--- config.mk ---
export PLATFORM = sky130hd
export DESIGN_NAME = store_drain_buffer
export DESIGN_NICKNAME = d
export VERILOG_FILES = /design/src/rtl/store_drain_buffer.sv
export SDC_FILE = /design/constraint.sdc
export NUM_CORES = 1
export LEC_CHECK = 0
export ABC_AREA = 0
export CAP_MARGIN = 20
export CORE_UTILIZATION = 45
export CTS_CLUSTER_DIAMETER = 30
export CTS_CLUSTER_SIZE = 10
export DETAILED_ROUTE_END_ITERATION = 7
export PLACE_DENSITY = 0.68
export SLEW_MARGIN = 20
export SYNTH_ARGS = -nofsm -noshare
export SYNTH_HDL_FRONTEND = slang
export SYNTH_SLANG_ARGS = --single-unit
--- constraint.sdc ---
create_clock -name clk_i -period 11.9 [get_ports clk_i]
set_input_delay 2.975 -clock clk_i [delete_from_list [all_inputs] [get_ports clk_i]]
set_output_delay 2.975 -clock clk_i [all_outputs]
set_load 0.005 [all_outputs]
--- src/rtl/store_drain_buffer.sv ---
// Committed-store buffer that drains stores to the dcache in two phases:
// an index phase (request/grant) followed one cycle later by the tag phase.
module store_drain_buffer #(
    parameter int unsigned DEPTH   = 8,
    parameter int unsigned INDEX_W = 12,
    parameter int unsigned TAG_W   = 44
) (
    input  logic                         clk_i,
    input  logic                         rst_ni,
    // Handshakes: a transfer happens on a rising clk_i edge where valid and
    // ready are both high. The receiver of a valid never waits on it: ready
    // does not depend on valid. data_req_o plays the valid role towards the
    // dcache, and data_gnt_i plays the ready role.
    input  logic                         push_valid_i,
    output logic                         push_ready_o,
    input  logic [INDEX_W+TAG_W-1:0]     push_paddr_i,
    input  logic [63:0]                  push_data_i,
    input  logic [7:0]                   push_be_i,
    input  logic [1:0]                   push_size_i,
    input  logic [INDEX_W-1:0]           page_offset_i,
    output logic                         page_offset_match_o,
    output logic                         empty_o,
    output logic [$clog2(DEPTH+1)-1:0]   count_o,
    output logic                         data_req_o,
    output logic                         data_we_o,
    output logic [INDEX_W-1:0]           address_index_o,
    output logic [63:0]                  data_wdata_o,
    output logic [7:0]                   data_be_o,
    output logic [1:0]                   data_size_o,
    output logic [TAG_W-1:0]             address_tag_o,
    output logic                         tag_valid_o,
    output logic                         kill_req_o,
    input  logic                         data_gnt_i
);

    localparam int unsigned PA_W  = INDEX_W + TAG_W;
    localparam int unsigned PTR_W = $clog2(DEPTH);
    localparam int unsigned CNT_W = $clog2(DEPTH + 1);

    logic [PA_W-1:0]    paddr_mem [DEPTH];
    logic [63:0]        data_mem  [DEPTH];
    logic [7:0]         be_mem    [DEPTH];
    logic [1:0]         size_mem  [DEPTH];

    logic [PTR_W-1:0]   wr_ptr_q, rd_ptr_q;
    logic [CNT_W-1:0]   count_q;
    logic [DEPTH-1:0]   valid_q, valid_n;
    logic               tag_pending_q;
    logic [TAG_W-1:0]   tag_q;
    logic [INDEX_W-1:3] tag_off_q;

    logic               push_fire, pop_fire;
    logic [PA_W-1:0]    head_paddr;

    assign push_ready_o = (count_q < CNT_W'(DEPTH));
    assign data_req_o   = (count_q != '0);
    assign push_fire    = push_valid_i && push_ready_o;
    assign pop_fire     = data_req_o && data_gnt_i;
    assign head_paddr   = paddr_mem[rd_ptr_q];

    // Pop clears before push sets; both can only hit the same slot when the
    // buffer is empty or full, and then one of them is blocked.
    always_comb begin
        valid_n = valid_q;
        if (pop_fire)  valid_n[rd_ptr_q] = 1'b0;
        if (push_fire) valid_n[wr_ptr_q] = 1'b1;
    end

    always_ff @(posedge clk_i or negedge rst_ni) begin
        if (!rst_ni) begin
            wr_ptr_q      <= '0;
            rd_ptr_q      <= '0;
            count_q       <= '0;
            valid_q       <= '0;
            tag_pending_q <= 1'b0;
            tag_q         <= '0;
            tag_off_q     <= '0;
        end else begin
            valid_q       <= valid_n;
            tag_pending_q <= pop_fire;
            if (push_fire) wr_ptr_q <= wr_ptr_q + PTR_W'(1);
            if (pop_fire) begin
                rd_ptr_q  <= rd_ptr_q + PTR_W'(1);
                tag_q     <= head_paddr[PA_W-1:INDEX_W];
                tag_off_q <= head_paddr[INDEX_W-1:3];
            end
            case ({push_fire, pop_fire})
                2'b10:   count_q <= count_q + CNT_W'(1);
                2'b01:   count_q <= count_q - CNT_W'(1);
                default: count_q <= count_q;
            endcase
        end
    end

    // Payload storage needs no reset: every read is qualified by count or valid.
    always_ff @(posedge clk_i) begin
        if (push_fire) begin
            paddr_mem[wr_ptr_q] <= push_paddr_i;
            data_mem[wr_ptr_q]  <= push_data_i;
            be_mem[wr_ptr_q]    <= push_be_i;
            size_mem[wr_ptr_q]  <= push_size_i;
        end
    end

    always_comb begin
        page_offset_match_o = tag_pending_q && (tag_off_q == page_offset_i[INDEX_W-1:3]);
        for (int i = 0; i < int'(DEPTH); i++) begin
            if (valid_q[i] && (paddr_mem[i][INDEX_W-1:3] == page_offset_i[INDEX_W-1:3]))
                page_offset_match_o = 1'b1;
        end
    end

    assign data_we_o       = 1'b1;
    assign kill_req_o      = 1'b0;
    assign address_index_o = data_req_o ? head_paddr[INDEX_W-1:0] : '0;
    assign data_wdata_o    = data_req_o ? data_mem[rd_ptr_q] : '0;
    assign data_be_o       = data_req_o ? be_mem[rd_ptr_q] : '0;
    assign data_size_o     = data_req_o ? size_mem[rd_ptr_q] : '0;
    assign address_tag_o   = tag_q;
    assign tag_valid_o     = tag_pending_q;
    assign empty_o         = (count_q == '0) && !tag_pending_q;
    assign count_o         = count_q;

endmodule

==> results.tsv <==
stage	metric	value	unit
timing	relSlewSlack	0.279	
worst_setup_path	critPathKind	in2out	
placement	hpwl	50200	um
routing	drtIter0Drc	1597	
yosys	synth_top_area_cell	edfxtp_1	
timing	max_slew.worst_pin.slew	1080	ps
final_layout	syn2layout_area_growth	26.2	%
clock_tree	postCtsResizedCells	0	
power	p_leak	0.0183	uW
worst_setup_path	r2r-end	paddr_mem[0][22]$_DFFE_PP_	
floorplan	die_w	311	um
worst_setup_path	path_cells	clkdlybuf4s50_1 -> xor2_1 -> nor4_1 -> nand4_1 -> nand2_1 -> or3_1 -> clkdlybuf4s50_1	
worst_setup_path	r2r_setup_slack	7880	ps
routing	avgRoutedWirePerCell	24.7	um
timing	rsz0062_at_grt	false	
routing	drt_pass1_iterations	5	
clock_tree	postCtsSetupBuffers	0	
final_layout	drive_gt1_frac	0.257	
timing	skew	52.6	ps
clock_tree	clock_path_buffers	3	
yosys	synthCells	1986	
timing	finalCriticalPeriod	8440	ps
routing	drc_errors	0	
yosys	synthDistinctLibCells	33	
yosys	synth.most_common_cell	edfxtp_1	
power	ir_drop	0.000171	V
power	power.density	264	mW/mm2
yosys	synthArstFlopShare	0.0647	
worst_hold_path	holdCritPathClass	reg2reg	
worst_setup_path	critPathSlowestCell	clkdlybuf4s50_1	
floorplan	core_area	0.0949	mm2
floorplan	io_pins	287	
worst_setup_path	worstRegToRegCells	5	
power	seqPwrFrac	0.353	
final_layout	nNetsFinal	2561	
yosys	synthesis.area	0.0430	mm2
grt	grt_pass1_wl	144000	um
power	p_sw_frac	0.274	
worst_setup_path	crit_buf_inv	2	
yosys	ys.flop_type	edfxtp_1	
yosys	postSynthAreaPerCell	21.7	um2
power	power_frac_clock	0.406	
worst_setup_path	crit_path_frequent_cell	clkdlybuf4s50_1	
floorplan	start_util	0.453	
yosys	synth_top_cell_area_share	0.726	
worst_setup_path	end_kind	output pin	
yosys	ys_warn_count	0	
clock_tree	cts_sinks	1112	
timing	timing.final.hold_violations	0	
timing	tns	0	ps
run	cap_violations	0	
status	status	complete, no violations	
routing	vias_per_cell	5.43	
worst_hold_path	hold_path_depth	2	
worst_hold_path	min-delay-start	address_tag_o[9]$_DFFE_PN0P_	
grt	grt_overflow	0	
power	internal-power	10400	uW
routing	wl	95500	um
timing	finalMaxSlewViolations	0	
floorplan	rows	113	
worst_setup_path	r2r-start	count_o[3]$_DFFE_PN0P_	
power	share_comb_of_total_power	0.240	
yosys	seq_area_frac_synth	0.768	
yosys	syn_nets	2138	
worst_setup_path	cp.arrival	5460	ps
timing	fin_crit_sh	0.709	
grt	grt_use_total	0.201	
clock_tree	cts_made_buffers	208	
grt	antenna_found_initial	16	
worst_setup_path	path_max_fanout	9	
routing	ant_nets	0	
floorplan	die_area	0.0968	mm2
timing	hold_ws	486	ps
grt	grt_max_degree	126	
clock_tree	clock_latency	790	ps
yosys	synth_edf_count	1040	
placement	port_buffers	281	
floorplan	fp.dieH	311	um
grt	grt_pass1_vias	23000	
power	p_switching	3930	uW
clock_tree	hold_buffers	0	
worst_setup_path	path_delay_family	buffers and inverters	
timing	maxClockFrequency	119	MHz
yosys	synthTopCellsByArea	edfxtp_1 (73%), mux4_2 (14%), dfrtp_1 (4.2%), mux2i_1 (3.0%), xor2_1 (1.5%)	
placement	gp_congestion	0.846	
worst_setup_path	critPathMaxStageDelay	840	ps
yosys	synth_commonest_cells	edfxtp_1 (1040), mux4_2 (260), mux2i_1 (131)	
worst_setup_path	startpoint_type	primary input	
yosys	synth-seq-cells	1112	
clock_tree	cts_max_level	4	
worst_setup_path	cp.required	8930	ps
routing	via_count	21000	
worst_hold_path	min_to	address_tag_o[9]$_DFFE_PN0P_	
clock_tree	cts-root-buf	clkbuf_16	
timing	setup_viol	0	
clock_tree	cts_tree	yes	
clock_tree	path_clk_slew	40	ps
==> cell families after synthesis <==
group / synth area share
flip-flops: 0.768
multiplexers: 0.167
AND/OR/NAND/NOR: 0.0204
buffers and inverters: 0.0164
XOR/XNOR: 0.0181
AO/OA/AOI/OAI: 0.00832
adder cells (fa/ha/maj): 0.00192
other: 0.000175
==> registers in the layout (all words and copies together), names as in the netlist, 4 cells and up <==
name,cells
address_tag_o,44
be_mem,64
count_o,4
data_mem,512
paddr_mem,448
size_mem,16
tag_off_q,9
valid_q,8
==> worst min-delay path, stage by stage, from the launching register on <==
cell and delay, ps:
dfrtp_1 340, nand2_1 50, o21ai_1 60
==> power groups by stage <==
stage | registers, uW | logic, uW | clock network, uW
after floorplan | 5030 | 2250 | 0
after global placement | 5120 | 3480 | 0
after detailed placement | 5150 | 3510 | 0
after CTS | 5080 | 3540 | 5930
after global routing | 5120 | 3720 | 6120
final | 5070 | 3450 | 5830
==> placed cells by master (no fill, tap or decap), types with 18 or more instances in the layout <==
cell / instances
clkinv_2: 35
dfrtp_1: 69
clkinvlp_4: 30
clkdlybuf4s50_1: 280
nand2_1: 64
mux2i_1: 131
clkinv_4: 22
nor4_1: 18
bufinv_16: 24
mux4_2: 260
xor2_1: 74
o21ai_1: 56
nor2_1: 88
clkbuf_16: 211
clkinv_1: 21
edfxtp_1: 1040
clkbuf_1: 22
buf_4: 38
==> metrics by stage <==
step	std cells	cell area [um2]	worst slack [ps]	total power [uW]	util
finish	3862	54300	3460	14400	0.573
global route	3862	54300	3380	15000	0.573
CTS	3858	54300	3440	14600	0.572
detailed placement	3464	47100	3450	8660	0.497
global placement	3464	47100	3500	8600	0.497
floorplan	1986	43000	2350	7280	-
==> final cells by class <==
| class | instances | area [um2] |
|---|---|---|
| Multi-Input combinational cell | 760 | 9350 |
| Sequential cell | 1112 | 33000 |
| Timing Repair Buffer | 320 | 3130 |
| Antenna cell | 4 | 10.0 |
| Clock buffer | 238 | 5430 |
| Fill cell | 6899 | 40600 |
| Clock inverter | 156 | 1740 |
| Inverter | 7 | 26.3 |
| Tap cell | 1265 | 1580 |
==> routing by layer <==
metal,vias to the layer above,track usage,wire (um),part of all wire
li1,9050,-,-,-
met1,11100,0.256,39200,0.41
met5,-,0,150,0.0016
met2,627,0.330,47700,0.50
met4,22,0.0668,1830,0.019
met3,177,0.0618,6630,0.069
==> how the worst max path moves through the flow <==
stage                     start                endpoint  slack (ps)  depth (start not counted)
2_1_floorplan      push_valid_i  be_mem[6][0]$_DFFE_PP_        2350                          4
3_3_place_gp   page_offset_i[6]     page_offset_match_o        3500                          7
3_5_place_dp   page_offset_i[6]     page_offset_match_o        3450                          7
4_1_cts        page_offset_i[6]     page_offset_match_o        3440                          7
5_1_grt        page_offset_i[5]     page_offset_match_o        3380                          7
6_report       page_offset_i[6]     page_offset_match_o        3460                          7
Note: power is estimated with default switching activity, not from simulation.
